### config.mk
export PLATFORM = sky130hd
export DESIGN_NAME = spi_master_byte_flat
export DESIGN_NICKNAME = d
export VERILOG_FILES = /design/src/rtl/spi_master_byte_if.sv /design/src/rtl/spi_master_byte.sv /design/src/flat_wrapper.sv
export SDC_FILE = /design/constraint.sdc
export NUM_CORES = 1
export LEC_CHECK = 0
export BUFFER_PORTS_ARGS = -buffer_cell sky130_fd_sc_hd__buf_2
export CAP_MARGIN = 0
export CORE_UTILIZATION = 60
export CTS_CLUSTER_DIAMETER = 40
export DETAILED_ROUTE_END_ITERATION = 10
export GPL_ROUTABILITY_DRIVEN = 0
export GPL_TIMING_DRIVEN = 0
export PLACE_DENSITY = 0.8
export SETUP_SLACK_MARGIN = 0.2
export SKIP_CTS_REPAIR_TIMING = 1
export SLEW_MARGIN = 20
export SYNTH_ARGS = -nofsm -noshare
export SYNTH_HDL_FRONTEND = slang
export SYNTH_SLANG_ARGS = --single-unit
### constraint.sdc
create_clock -name clk -period 5.75 [get_ports clk]
set_input_delay 0.2875 -clock clk [delete_from_list [all_inputs] [get_ports clk]]
set_output_delay 0.2875 -clock clk [all_outputs]
set_load 0.005 [all_outputs]
### src/rtl/spi_master_byte_if.sv
// spi_master_byte_if: bundles the transfer handshake and the SPI pins of spi_master_byte.
//   i_TX_DV / i_TX_Byte      : start strobe and byte to send
//   o_TX_Ready               : block idle, strobe will be accepted
//   o_RX_DV / o_RX_Byte      : one-cycle received-byte pulse and the held received byte
//   o_SPI_Clk / o_SPI_MOSI / o_SPI_CS_n / i_SPI_MISO : SPI mode-0 pins
// Modport master is the SPI master block itself; modport slave is the surrounding
// logic that issues transfers and models the serial slave.
interface spi_master_byte_if;
  logic       i_TX_DV;
  logic [7:0] i_TX_Byte;
  logic       o_TX_Ready;
  logic       o_RX_DV;
  logic [7:0] o_RX_Byte;
  logic       o_SPI_Clk;
  logic       o_SPI_MOSI;
  logic       o_SPI_CS_n;
  logic       i_SPI_MISO;

  modport master (
    input  i_TX_DV, i_TX_Byte, i_SPI_MISO,
    output o_TX_Ready, o_RX_DV, o_RX_Byte, o_SPI_Clk, o_SPI_MOSI, o_SPI_CS_n
  );

  modport slave (
    output i_TX_DV, i_TX_Byte, i_SPI_MISO,
    input  o_TX_Ready, o_RX_DV, o_RX_Byte, o_SPI_Clk, o_SPI_MOSI, o_SPI_CS_n
  );
endinterface

### src/rtl/spi_master_byte.sv
// spi_master_byte: single-byte SPI mode-0 master (CPOL=0, CPHA=0, MSB first).
// A strobe on i_TX_DV while idle starts one 8-bit full-duplex transfer; the received
// byte is presented on o_RX_Byte with a one-cycle o_RX_DV pulse 18*H clocks later.
// Ports:
//   clk  : system clock, rising edge
//   rst  : asynchronous active-high reset
//   bus  : spi_master_byte_if.master (handshake + SPI pins)
// Parameter:
//   CLKS_PER_HALF_BIT (H) : system clocks per SCLK half-period, legal range 1..255.
module spi_master_byte #(
  parameter int unsigned CLKS_PER_HALF_BIT = 2
) (
  input logic               clk,
  input logic               rst,
  spi_master_byte_if.master bus
);

  localparam int unsigned     CntW    = $clog2(CLKS_PER_HALF_BIT + 1);
  localparam logic [CntW-1:0] HalfMax = CntW'(CLKS_PER_HALF_BIT - 1);

  typedef enum logic [1:0] {StIdle, StSetup, StShift, StHold} state_e;

  state_e          state_q, state_d;
  logic [CntW-1:0] half_cnt_q, half_cnt_d;
  logic [4:0]      edge_cnt_q, edge_cnt_d;
  // Only bits 6..0 of the TX byte still need sending once bit 7 is on MOSI.
  logic [6:0]      tx_rest_q, tx_rest_d;
  logic [7:0]      rx_sr_q, rx_sr_d;
  logic [7:0]      rx_byte_q, rx_byte_d;
  logic            sclk_q, sclk_d;
  logic            mosi_q, mosi_d;
  logic            cs_n_q, cs_n_d;
  logic            ready_q, ready_d;
  logic            rx_dv_q, rx_dv_d;

  logic            half_done;
  logic [4:0]      edge_next;
  logic            last_edge;

  assign half_done = (half_cnt_q == HalfMax);
  assign edge_next = edge_cnt_q + 5'd1;
  assign last_edge = (edge_next == 5'd16);

  // State register and datapath registers
  always_ff @(posedge clk or posedge rst) begin
    if (rst) begin
      state_q    <= StIdle;
      half_cnt_q <= '0;
      edge_cnt_q <= '0;
      tx_rest_q  <= '0;
      rx_sr_q    <= '0;
      rx_byte_q  <= '0;
      sclk_q     <= 1'b0;
      mosi_q     <= 1'b0;
      cs_n_q     <= 1'b1;
      ready_q    <= 1'b1;
      rx_dv_q    <= 1'b0;
    end else begin
      state_q    <= state_d;
      half_cnt_q <= half_cnt_d;
      edge_cnt_q <= edge_cnt_d;
      tx_rest_q  <= tx_rest_d;
      rx_sr_q    <= rx_sr_d;
      rx_byte_q  <= rx_byte_d;
      sclk_q     <= sclk_d;
      mosi_q     <= mosi_d;
      cs_n_q     <= cs_n_d;
      ready_q    <= ready_d;
      rx_dv_q    <= rx_dv_d;
    end
  end

  // Next-state logic
  always_comb begin
    state_d = state_q;
    unique case (state_q)
      StIdle:  if (bus.i_TX_DV) state_d = StSetup;
      StSetup: if (half_done) state_d = StShift;
      StShift: if (half_done && last_edge) state_d = StHold;
      StHold:  if (half_done) state_d = StIdle;
      default: state_d = StIdle;
    endcase
  end

  // Output and datapath next values
  always_comb begin
    half_cnt_d = half_cnt_q;
    edge_cnt_d = edge_cnt_q;
    tx_rest_d  = tx_rest_q;
    rx_sr_d    = rx_sr_q;
    rx_byte_d  = rx_byte_q;
    sclk_d     = sclk_q;
    mosi_d     = mosi_q;
    cs_n_d     = cs_n_q;
    ready_d    = ready_q;
    rx_dv_d    = 1'b0;

    unique case (state_q)
      StIdle: begin
        if (bus.i_TX_DV) begin
          tx_rest_d  = bus.i_TX_Byte[6:0];
          mosi_d     = bus.i_TX_Byte[7];
          cs_n_d     = 1'b0;
          ready_d    = 1'b0;
          half_cnt_d = '0;
        end
      end

      StSetup: begin
        if (half_done) begin
          half_cnt_d = '0;
          edge_cnt_d = '0;
        end else begin
          half_cnt_d = half_cnt_q + CntW'(1);
        end
      end

      StShift: begin
        if (half_done) begin
          half_cnt_d = '0;
          edge_cnt_d = edge_next;
          sclk_d     = ~sclk_q;
          if (!sclk_q) begin
            // Rising edge: sample MISO, MSB arrives first
            rx_sr_d = {rx_sr_q[6:0], bus.i_SPI_MISO};
          end else if (!last_edge) begin
            // Falling edge: present the next TX bit; the final falling edge leaves MOSI alone
            mosi_d    = tx_rest_q[6];
            tx_rest_d = {tx_rest_q[5:0], 1'b0};
          end
        end else begin
          half_cnt_d = half_cnt_q + CntW'(1);
        end
      end

      StHold: begin
        if (half_done) begin
          half_cnt_d = '0;
          cs_n_d     = 1'b1;
          mosi_d     = 1'b0;
          rx_byte_d  = rx_sr_q;
          rx_dv_d    = 1'b1;
          ready_d    = 1'b1;
        end else begin
          half_cnt_d = half_cnt_q + CntW'(1);
        end
      end

      default: ;
    endcase
  end

  assign bus.o_SPI_Clk  = sclk_q;
  assign bus.o_SPI_MOSI = mosi_q;
  assign bus.o_SPI_CS_n = cs_n_q;
  assign bus.o_TX_Ready = ready_q;
  assign bus.o_RX_DV    = rx_dv_q;
  assign bus.o_RX_Byte  = rx_byte_q;

endmodule

### src/flat_wrapper.sv
// flat-port wrapper written by rule: the top's interface ports become plain ports
module spi_master_byte_flat 
#(
  parameter int unsigned CLKS_PER_HALF_BIT = 2
)
  (clk, rst, bus_i_TX_DV, bus_i_TX_Byte, bus_i_SPI_MISO, bus_o_TX_Ready, bus_o_RX_DV, bus_o_RX_Byte, bus_o_SPI_Clk, bus_o_SPI_MOSI, bus_o_SPI_CS_n);
  spi_master_byte_if bus_i ();
  input logic clk;
  input logic rst;
  input wire logic [$bits(bus_i.i_TX_DV)-1:0] bus_i_TX_DV;
  input wire logic [$bits(bus_i.i_TX_Byte)-1:0] bus_i_TX_Byte;
  input wire logic [$bits(bus_i.i_SPI_MISO)-1:0] bus_i_SPI_MISO;
  output wire logic [$bits(bus_i.o_TX_Ready)-1:0] bus_o_TX_Ready;
  output wire logic [$bits(bus_i.o_RX_DV)-1:0] bus_o_RX_DV;
  output wire logic [$bits(bus_i.o_RX_Byte)-1:0] bus_o_RX_Byte;
  output wire logic [$bits(bus_i.o_SPI_Clk)-1:0] bus_o_SPI_Clk;
  output wire logic [$bits(bus_i.o_SPI_MOSI)-1:0] bus_o_SPI_MOSI;
  output wire logic [$bits(bus_i.o_SPI_CS_n)-1:0] bus_o_SPI_CS_n;
  assign bus_i.i_TX_DV = bus_i_TX_DV;
  assign bus_i.i_TX_Byte = bus_i_TX_Byte;
  assign bus_i.i_SPI_MISO = bus_i_SPI_MISO;
  assign bus_o_TX_Ready = bus_i.o_TX_Ready;
  assign bus_o_RX_DV = bus_i.o_RX_DV;
  assign bus_o_RX_Byte = bus_i.o_RX_Byte;
  assign bus_o_SPI_Clk = bus_i.o_SPI_Clk;
  assign bus_o_SPI_MOSI = bus_i.o_SPI_MOSI;
  assign bus_o_SPI_CS_n = bus_i.o_SPI_CS_n;
  spi_master_byte #(.CLKS_PER_HALF_BIT(CLKS_PER_HALF_BIT)) u_core (.clk(clk), .rst(rst), .bus(bus_i));
endmodule
==> results of run 1 <==
registers in the layout, indices dropped and copies added (netlist names):
| signal | count |
|---|---|
| u_core.state_q | 2 |
| u_core.bus.o_SPI_MOSI | 1 |
| u_core.bus.o_RX_DV | 1 |
| u_core.tx_rest_q | 7 |
| u_core.half_cnt_q | 2 |
| u_core.bus.o_SPI_CS_n | 1 |
| u_core.bus.o_SPI_Clk | 1 |
| u_core.bus.o_RX_Byte | 8 |
| u_core.rx_sr_q | 8 |
| u_core.edge_cnt_q | 5 |
layer usage:
| layer | GRT usage (%) | vias up |
|---|---|---|
| met4 | 11.79 | 0 |
| li1 | - | 558 |
| met1 | 27.94 | 560 |
| met3 | 5.814 | 6 |
| met2 | 36.14 | 29 |
| met5 | 0 | - |
power groups by stage:
stage,Clock [uW],Combinational (uW),Sequential (uW)
after floorplan,0,352,416
after global placement,0,435,423
after global routing,155,500,443
after CTS,145,452,428
final,141,449,426
after detailed placement,0,451,433
cell families (layout without fill, tap and decap cells):
kind of cell / after synthesis / after routing / share of synthesized area, %
adders and majority gates: 8 / 8 / 5.781
and+or+nand+nor: 30 / 30 / 8.020
DFF: 36 / 36 / 52.10
muxes: 31 / 31 / 20.09
AOI/OAI and AO/OA: 23 / 23 / 10.41
buffers and inverters: 10 / 42 / 2.601
xor gates and xnor gates: 2 / 2 / 1.012
cell type report:
class                      instances  area (um^2)  share of cell area (%)
sequential                        36        902.1                   46.19
multi-input combinational         94        784.5                   40.17
timing repair buffer              24        120.1                   6.150
clock buffer                       7        55.05                   2.819
tap                               31        38.79                   1.986
buffer                             4        22.52                   1.153
inverter                           6        22.52                   1.153
clock inverter                     1        7.507                  0.3844
final timing paths:
kind / from / end / slack (ps) / cells past startpoint
max: u_core.edge_cnt_q[0]$_DFFE_PP0P_ / u_core.tx_rest_q[5]$_DFFE_PP0P_ / 3580 / 6
min: rst / u_core.state_q[0]$_DFFE_PP0P_ / 50 / 2
max reg2reg: u_core.edge_cnt_q[0]$_DFFE_PP0P_ / u_core.tx_rest_q[5]$_DFFE_PP0P_ / 3580 / 6
min reg2reg: u_core.bus.o_RX_Byte[6]$_DFFE_PP0P_ / u_core.bus.o_RX_Byte[6]$_DFFE_PP0P_ / 510 / 1
max in group asynchronous: rst / u_core.tx_rest_q[3]$_DFFE_PP0P_ / 5210 / 2
min in group clk: bus_i_SPI_MISO / u_core.rx_sr_q[0]$_DFFE_PP0P_ / 190 / 2
worst max-delay path, cell delays in order (launching register included):
cell	delay (ps)
dfrtp_1	470
ha_1	290
nand3_1	190
xnor2_1	190
a31o_2	300
a21oi_4	250
mux2_2	360
cell usage in the layout (no fill, tap or decap), types with 5 or more instances in the layout:
| cell | n |
|---|---|
| a21oi_1 | 5 |
| buf_2 | 24 |
| clkbuf_4 | 5 |
| dfrtp_1 | 35 |
| ha_1 | 8 |
| inv_1 | 5 |
| mux2_2 | 30 |
| nand2_1 | 14 |
| o21ai_0 | 5 |
through the flow:
step	total power, uW	utilization, %	hold WS [ps]	setup WS (ps)
finish	1016	71.44	51.26	3585
global route	1098	71.44	124.6	3461
CTS	1025	71.44	78.22	3583
detailed placement	884.2	69.15	452.1	3608
global placement	857.3	69.15	483.2	3723
floorplan	768.0	-	439.2	3856
==> summary.txt, run 1 <==
Run status
  • Status: finished, final reports clean

Synthesis
  • Post-Syn Instances: 140
  • Largest cells by area after synthesis: dfrtp_1 (51%), mux2_2 (20%), ha_1 (5.8%), nand2_1 (3.0%), dfstp_2 (1.5%)
  • Post-synth EDFFs: 0
  • Yosys warns: 0
  • Dominant cell type by area after synthesis: dfrtp_1
  • Top cell type's share of synthesized area: 50.58%
  • Synth async-reset ratio: 100.0%
  • Main synth FF type: dfrtp_1
  • Post-synthesis sequential area ratio: 52.10%
  • Synth unique cells: 32
  • Post-Syn Area: 1732 um^2
  • Average size of a mapped cell: 12.37 um^2
  • Syn nets: 160
  • Commonest cells in the netlist: dfrtp_1 (35), mux2_2 (30), nand2_1 (14)
  • Most common cell in the netlist: dfrtp_1
  • FF+latch count, synth: 36

CTS
  • CTS H-tree depth: 2
  • Clk slew on worst S/H paths: 120 ps
  • Max Root-Sink Buffers: 2
  • Clock Latency Late Sink: 340 ps
  • Num CTS Buffers: 5
  • TritonCTS clock tree: built
  • Root Driver: clkbuf_4
  • CTS sink cnt: 36

Floorplan
  • Row cnt: 19
  • Starting Density: 63.34%
  • Core outline area: 2734 um^2
  • Die area: 3105 um^2
  • # IOs: 25
  • Die width: 55.72 um
  • Die Ht: 55.72 um

Drt
  • DRT antenna net count: 0
  • Drt first pass iters: 4
  • Routed wl met3: 120 um
  • DRT met1 WL: 1230 um
  • Final WL: 2939 um
  • Iteration-0 DRC Markers: 38
  • Drc violations: 0
  • Vias: 1153
  • DR WL met2: 1536 um
  • Via-to-Cell Ratio: 5.680
  • Top sig layer: met4
  • WL/cell: 14.48 um

Timing
  • Pins over their slew limit: 0
  • Slew headroom: 51.60%
  • Worst-Margin Slew: 725.0 ps
  • Final setup violation count: 0
  • Period Utilization, post-route: 37.66%
  • Fin. Hold Viols: 0
  • Fin Setup TNS: 0 ps
  • RSZ-0062 raised after global routing: no
  • F_max: 0.4619 GHz
  • Period minus WS final: 2165 ps
  • Skew final: 21.45 ps

Pwr
  • Cell internal pwr: 650.7 uW
  • Sequential fraction of design power: 41.9%
  • Clk network pwr share: 13.9%
  • Switching part of the total: 35.94%
  • PD cells: 520.1 nW/um^2
  • Net Sw Power: 365.1 uW
  • Maximum VDD drop: 0.3537 mV
  • Combinational share of power: 44.2%
  • Pleak: 0.0009666 uW

Job
  • Max_cap viols: 0

Global routing
  • Vias in the first global route: 1163
  • Initial antenna violation count: 0
  • GRT Resource Usage Total: 22.46%
  • Largest net degree at the start of global routing: 37
  • Global-route wire length before repair: 5264 um
  • Grt total ovfl: 0

Layout
  • Design area: 1953 um^2
  • Layout cells sized above 1: 41.86%
  • Final Non-Filler Cells: 203
  • # diodes: 0
  • # fillers: 190
  • Layout area overhead: 12.79%
  • Final net count: 191

Setup path
  • Crit start category: register
  • Crit. End Element: register
  • Critical Path Fanout Max: 7
  • Critical path class: register to register
  • Crit path DAT: 2380 ps
  • CP required: 5970 ps

Placed design
  • Port Buffer Count: 24
  • Hpwl dp: 2206 um
  • Placed Cells: 195
  • Dpl cell area: 1891 um^2

Hold path
  • Min-Delay Path Class: input pin to async pin
(Power assumes the default switching activity.)
==> run 2: changes to the inputs <==
--- a/config.mk
+++ b/config.mk
@@ -7,12 +7,12 @@
 export LEC_CHECK = 0
 export BUFFER_PORTS_ARGS = -buffer_cell sky130_fd_sc_hd__buf_2
 export CAP_MARGIN = 0
-export CORE_UTILIZATION = 60
+export CORE_UTILIZATION = 50
 export CTS_CLUSTER_DIAMETER = 40
 export DETAILED_ROUTE_END_ITERATION = 10
 export GPL_ROUTABILITY_DRIVEN = 0
 export GPL_TIMING_DRIVEN = 0
-export PLACE_DENSITY = 0.8
+export PLACE_DENSITY = 0.71
 export SETUP_SLACK_MARGIN = 0.2
 export SKIP_CTS_REPAIR_TIMING = 1
 export SLEW_MARGIN = 20
==> constraint.sdc (replaced) <==
create_clock -name clk -period 1.9 [get_ports clk]
set_input_delay 0.095 -clock clk [delete_from_list [all_inputs] [get_ports clk]]
set_output_delay 0.095 -clock clk [all_outputs]
set_load 0.005 [all_outputs]
==> summary.txt, run 2 (synthesis gave the netlist of run 1 again) <==
Setup path
  • R2R Path Start: u_core.edge_cnt_q[3]$_DFFE_PP0P_
  • Crit. End Element: register
  • Crit start category: register
  • Critical Path Fanout Max: 7
  • Worst path cell trace: nand3b_1, a41o_1, a31o_4, a21oi_4, mux2_4
  • CP max stage cell: dfrtp_2
  • Worst R2R Setup Slack: -20 ps
  • R2r worst-path depth: 5
  • CP required: 2130 ps
  • RR Endpoint: u_core.tx_rest_q[4]$_DFFE_PP0P_
  • Critical path class: register to register
  • Crit path DAT: 2150 ps
  • Worst path buffer plus inverter count: 0
  • CP peak stage delay: 460 ps
  • Top delay family on crit path: compound AO/OA/AOI/OAI gates

Job
  • Max_cap viols: 0

Layout
  • Layout cells sized above 1: 49.72%
  • # diodes: 0
  • # fillers: 274
  • Most common cell after layout, fill and taps aside: dfrtp_1
  • Final core area utilization: 63.97%
  • Most frequent cells in the layout: dfrtp_1 (31), buf_2 (24), mux2_2 (23)
  • Final Non-Filler Cells: 227
  • Layout area overhead: 23.27%
  • Final net count: 200

Global routing
  • Global-route wire length before repair: 4974 um
  • GRT Resource Usage Total: 19.00%
  • Largest net degree at the start of global routing: 37
  • Grt total ovfl: 0
  • Vias in the first global route: 1081
  • Initial antenna violation count: 0

Drt
  • DRT antenna net count: 0
  • Iteration-0 DRC Markers: 33
  • Final WL: 3155 um
  • Via-to-Cell Ratio: 5.247
  • DRT met1 WL: 1453 um
  • Top sig layer: met4
  • WL/cell: 13.90 um
  • Routed wl met3: 129 um
  • Drc violations: 0
  • DR WL met2: 1513 um
  • Drt first pass iters: 4
  • Vias: 1191

CTS
  • Clk slew on worst S/H paths: 100 ps
  • TritonCTS clock tree: built
  • CTS sink cnt: 36
  • Root Driver: clkbuf_4
  • Max Root-Sink Buffers: 2
  • Clock Latency Late Sink: 340 ps
  • CTS H-tree depth: 2
  • Num CTS Buffers: 5

Placed design
  • Port Buffer Count: 24
  • Hpwl dp: 2178 um
  • Post-Place Worst Slack: -17.68 ps
  • Placed Cells: 210

Hold path
  • Min-Delay Path Class: input pin to register
  • Hold Path Depth: 4
  • Hold Crit Start: bus_i_TX_DV
  • Worst hold path endpoint: u_core.half_cnt_q[0]$_DFFE_PP0P_

Timing
  • Worst-Margin Slew: 736.1 ps
  • Hold slack: 71.30 ps
  • Post-route worst setup slack: -17.51 ps
  • Period minus WS final: 1918 ps
  • Fin. Hold Viols: 0
  • Skew final: 4.776 ps
  • F_max: 0.5215 GHz
  • Slew headroom: 50.86%
  • Final setup violation count: 6
  • Pins over their slew limit: 0
  • Period Utilization, post-route: 100.9%
  • RSZ-0062 raised after global routing: yes

Floorplan
  • Die Ht: 60.85 um
  • Row cnt: 21
  • Starting Density: 51.89%
  • Die area: 3703 um^2
  • # IOs: 25
  • Core outline area: 3337 um^2
  • Die width: 60.85 um

Pwr
  • PD cells: 1592 nW/um^2
  • Maximum VDD drop: 0.8752 mV
  • Pleak: 0.001051 uW

Run status
  • Status: finished, violations left
  • Failing checks: setup timing
## run 2: cell types whose count changed in the layout (fill, tap and decap cells not counted), sizes merged
cell / delta
buf: +8
dlygate4sd3: +2
clkinvlp: -1
## run 2: how the worst max path moves through the flow
stage	cells past startpoint	start	slack (ps)	end
floorplan	5	u_core.edge_cnt_q[1]$_DFFE_PP0P_	130	u_core.tx_rest_q[1]$_DFFE_PP0P_
global placement	6	u_core.state_q[0]$_DFFE_PP0P_	20	u_core.edge_cnt_q[3]$_DFFE_PP0P_
detailed placement	6	u_core.half_cnt_q[0]$_DFFE_PP0P_	-20	u_core.tx_rest_q[6]$_DFFE_PP0P_
CTS	6	u_core.half_cnt_q[0]$_DFFE_PP0P_	-40	u_core.tx_rest_q[6]$_DFFE_PP0P_
global route	6	u_core.edge_cnt_q[0]$_DFFE_PP0P_	-80	u_core.tx_rest_q[4]$_DFFE_PP0P_
finish	5	u_core.edge_cnt_q[3]$_DFFE_PP0P_	-20	u_core.tx_rest_q[4]$_DFFE_PP0P_
## run 2: worst reg2reg max path, delay by kind of cell (launching register included)
family / cells / cell delay [ps]
compound gates: 3 / 840
simple gates: 1 / 170
flops: 1 / 460
mux: 1 / 330
## run 2: area by class of cell
class	count	area, um^2	area share [%]
plain buffers	4	31.28	1.465
clock buffers	8	58.81	2.755
inverters	6	22.52	1.055
multi-input cells	94	864.6	40.50
flip-flops and latches	36	907.1	42.50
well taps	46	57.56	2.696
repair buffers	33	192.7	9.027
## run 2: per-layer routing
| layer | global-route usage, % | up-vias |
|---|---|---|
| met5 | 0 | - |
| met4 | 7.792 | 0 |
| met3 | 6.823 | 8 |
| met2 | 28.73 | 18 |
| met1 | 24.93 | 592 |
| li1 | - | 573 |
## run 2: power breakdown
part,internal [uW],switching (uW),total (uW)
clock network,183,246,428
logic,926,741,1670
registers,1070,229,1300
total,2180,1220,3400
## run 2: metrics by stage
step / cell area, um^2 / power, uW / setup TNS, ps
floorplan: 1765 / 2378 / 0
global placement: 1943 / 2664 / 0
detailed placement: 1943 / 2734 / -118.0
CTS: 2002 / 3164 / -275.3
global route: 2135 / 3662 / -450.9
finish: 2135 / 3399 / -98.36
==> run 3: changes to the inputs <==
--- a/config.mk
+++ b/config.mk
@@ -5,14 +5,15 @@
 export SDC_FILE = /design/constraint.sdc
 export NUM_CORES = 1
 export LEC_CHECK = 0
+export ABC_AREA = 1
 export BUFFER_PORTS_ARGS = -buffer_cell sky130_fd_sc_hd__buf_2
 export CAP_MARGIN = 0
-export CORE_UTILIZATION = 50
+export CORE_UTILIZATION = 51
 export CTS_CLUSTER_DIAMETER = 40
 export DETAILED_ROUTE_END_ITERATION = 10
 export GPL_ROUTABILITY_DRIVEN = 0
 export GPL_TIMING_DRIVEN = 0
-export PLACE_DENSITY = 0.71
+export PLACE_DENSITY = 0.72
 export SETUP_SLACK_MARGIN = 0.2
 export SKIP_CTS_REPAIR_TIMING = 1
 export SLEW_MARGIN = 20
==> summary.txt, run 3 <==
Synthesis
  • Synth async-reset ratio: 100.0%
  • Post-Synth Adder-Cell Area: 5.398%
  • Top cell type's share of synthesized area: 47.23%
  • Post-synthesis sequential area ratio: 48.65%
  • Synth Area in Compound Gates: 9.852%
  • Post-synth EDFFs: 0
  • Largest cells by area after synthesis: dfrtp_1 (47%), nand2_1 (15%), ha_1 (5.4%), inv_1 (4.7%), o21ai_2 (4.3%)
  • Commonest cells in the netlist: nand2_1 (74), dfrtp_1 (35), inv_1 (23)
  • Post-Syn Instances: 212
  • Dominant cell type by area after synthesis: dfrtp_1
  • Main synth FF type: dfrtp_1
  • Post-Syn Area: 1854 um^2
  • Main combinational cell family by area after synthesis: simple AND/OR/NAND/NOR gates
  • Xor and xnor area share after synthesis: 0%
  • Most common cell in the netlist: nand2_1
  • Syn nets: 232
  • Post-synthesis mux area share: 0%
  • Synth unique cells: 28
  • Average size of a mapped cell: 8.747 um^2
  • Post-synthesis simple-gate area fraction: 29.15%
  • Yosys warns: 0
  • FF+latch count, synth: 36

Placed design
  • Port Buffer Count: 24
  • Post-Place Worst Slack: 220.8 ps
  • Dpl cell area: 2032 um^2
  • Hpwl dp: 2363 um

Timing
  • Fin Setup TNS: 0 ps
  • Worst-Margin Slew: 721.9 ps
  • Pins over their slew limit: 0
  • Period minus WS final: 1657 ps
  • Skew final: 12.03 ps
  • RSZ-0062 raised after global routing: yes
  • Post-route worst setup slack: 243.2 ps
  • Period Utilization, post-route: 87.20%
  • Slew headroom: 51.80%
  • Final setup violation count: 0
  • Fin. Hold Viols: 0
  • F_max: 0.6036 GHz

Drt
  • DRT antenna net count: 0
  • Vias: 1421
  • Top sig layer: met4
  • Final WL: 3598 um
  • Drt first pass iters: 4
  • Routed wl met3: 115 um
  • DR WL met2: 1641 um
  • Iteration-0 DRC Markers: 47
  • WL/cell: 12.16 um
  • Drc violations: 0
  • DRT met1 WL: 1785 um
  • Via-to-Cell Ratio: 4.801

CTS
  • Clk slew on worst S/H paths: 120 ps
  • CTS H-tree depth: 2
  • Root Driver: clkbuf_4
  • Num CTS Buffers: 5
  • TritonCTS clock tree: built
  • Max Root-Sink Buffers: 2
  • Clock Latency Late Sink: 350 ps
  • CTS sink cnt: 36

Setup path
  • Critical Path Fanout Max: 10
  • Critical path class: register to register
  • Crit. End Element: register
  • CP required: 2160 ps
  • Crit path DAT: 1920 ps
  • Crit start category: register

Layout
  • # diodes: 0
  • Most frequent cells in the layout: nand2_1 (74), dfrtp_1 (32), buf_2 (25)
  • Design area: 2222 um^2
  • Multi-input logic area: 829.5 um^2
  • Most common cell after layout, fill and taps aside: nand2_1
  • Layout area overhead: 19.84%
  • # fillers: 304
  • Layout cells sized above 1: 29.60%
  • Reg area: 905.9 um^2
  • Final net count: 269

Floorplan
  • Die width: 62.30 um
  • Starting Density: 54.29%
  • # IOs: 25
  • Die area: 3881 um^2
  • Core outline area: 3416 um^2
  • Die Ht: 62.30 um
  • Row cnt: 21

Hold path
  • Min-Delay Path Class: input pin to register

Global routing
  • Initial antenna violation count: 0
  • Global-route wire length before repair: 6030 um
  • Vias in the first global route: 1295
  • Grt total ovfl: 0
  • Largest net degree at the start of global routing: 37
  • GRT Resource Usage Total: 20.37%

Pwr
  • PD cells: 1598 nW/um^2
  • Pleak: 0.001166 uW
  • Maximum VDD drop: 0.8465 mV

Job
  • Max_cap viols: 0

Run status
  • Status: finished, final reports clean
run 3: changes by cell type in the layout (fill, tap and decap cells not counted), moves of 4 or more:
cell	change
inv_1	+18
nand3_1	+12
mux2_4	-7
o21ai_1	+9
nand2_1	+60
mux2_2	-23
nand2_2	+4
o21ai_2	+8
buf_4	-4
run 3: critical path, stage by stage, from the launching register on:
cell and delay (ps):
dfrtp_2 460, inv_1 120, ha_2 280, inv_2 150
nor2_8 170, nand2_4 100, buf_6 160, nand2_1 70
o21ai_2 50
run 3: report_power, final:
| part | switching, uW | internal [uW] | leakage, uW |
|---|---|---|---|
| clock network | 270 | 542 | 0.0000654 |
| registers | 198 | 1050 | 0.000465 |
| logic | 917 | 572 | 0.000635 |
run 3: area by class of cell:
cell class                      count  area share, %
Sequential cell                    36          40.77
Inverter                           26          4.392
Buffer                              4          1.408
Tap cell                           46          2.590
Timing Repair Buffer               30          7.770
Clock buffer                        5          1.689
Multi-Input combinational cell    146          37.33
Clock inverter                      3          4.054
run 3: cell families (layout without fill, tap and decap cells):
logic type	count (synthesis)	after routing
flops	36	36
buf+inv	30	68
simple gates	110	110
compound gates	28	28
fa+ha+maj	8	8
run 3: path summary, 6_finish.rpt:
check	startpoint	to	slack, ps	cells after the start
setup reg to reg	u_core.state_q[0]$_DFFE_PP0P_	u_core.rx_sr_q[2]$_DFFE_PP0P_	240	8
max in group asynchronous	rst	u_core.edge_cnt_q[1]$_DFFE_PP0P_	990	3
min in group asynchronous	rst	u_core.bus.o_RX_Byte[1]$_DFFE_PP0P_	400	3
hold reg to reg	u_core.tx_rest_q[5]$_DFFE_PP0P_	u_core.tx_rest_q[5]$_DFFE_PP0P_	490	2
hold / removal	bus_i_TX_DV	u_core.half_cnt_q[1]$_DFFE_PP0P_	8	4
setup / recovery	u_core.state_q[0]$_DFFE_PP0P_	u_core.rx_sr_q[2]$_DFFE_PP0P_	240	8
run 3: metal layers:
layer | GRT usage [%] | vias up
met3 | 5.147 | 6
met4 | 9.593 | 0
met5 | 0 | -
met1 | 28.50 | 649
li1 | - | 744
met2 | 29.67 | 22
run 3: metrics by stage:
stage | util [%] | hold WS (ps) | std cells | total power [uW]
6_report | 65.05 | 7.930 | 296 | 3550
5_1_grt | 65.05 | 14.76 | 296 | 3855
4_1_cts | 63.22 | -124.8 | 290 | 3479
3_5_place_dp | 59.49 | 269.3 | 282 | 2671
3_3_place_gp | 59.49 | 332.3 | 282 | 2638
2_1_floorplan | - | 240.3 | 212 | 2326
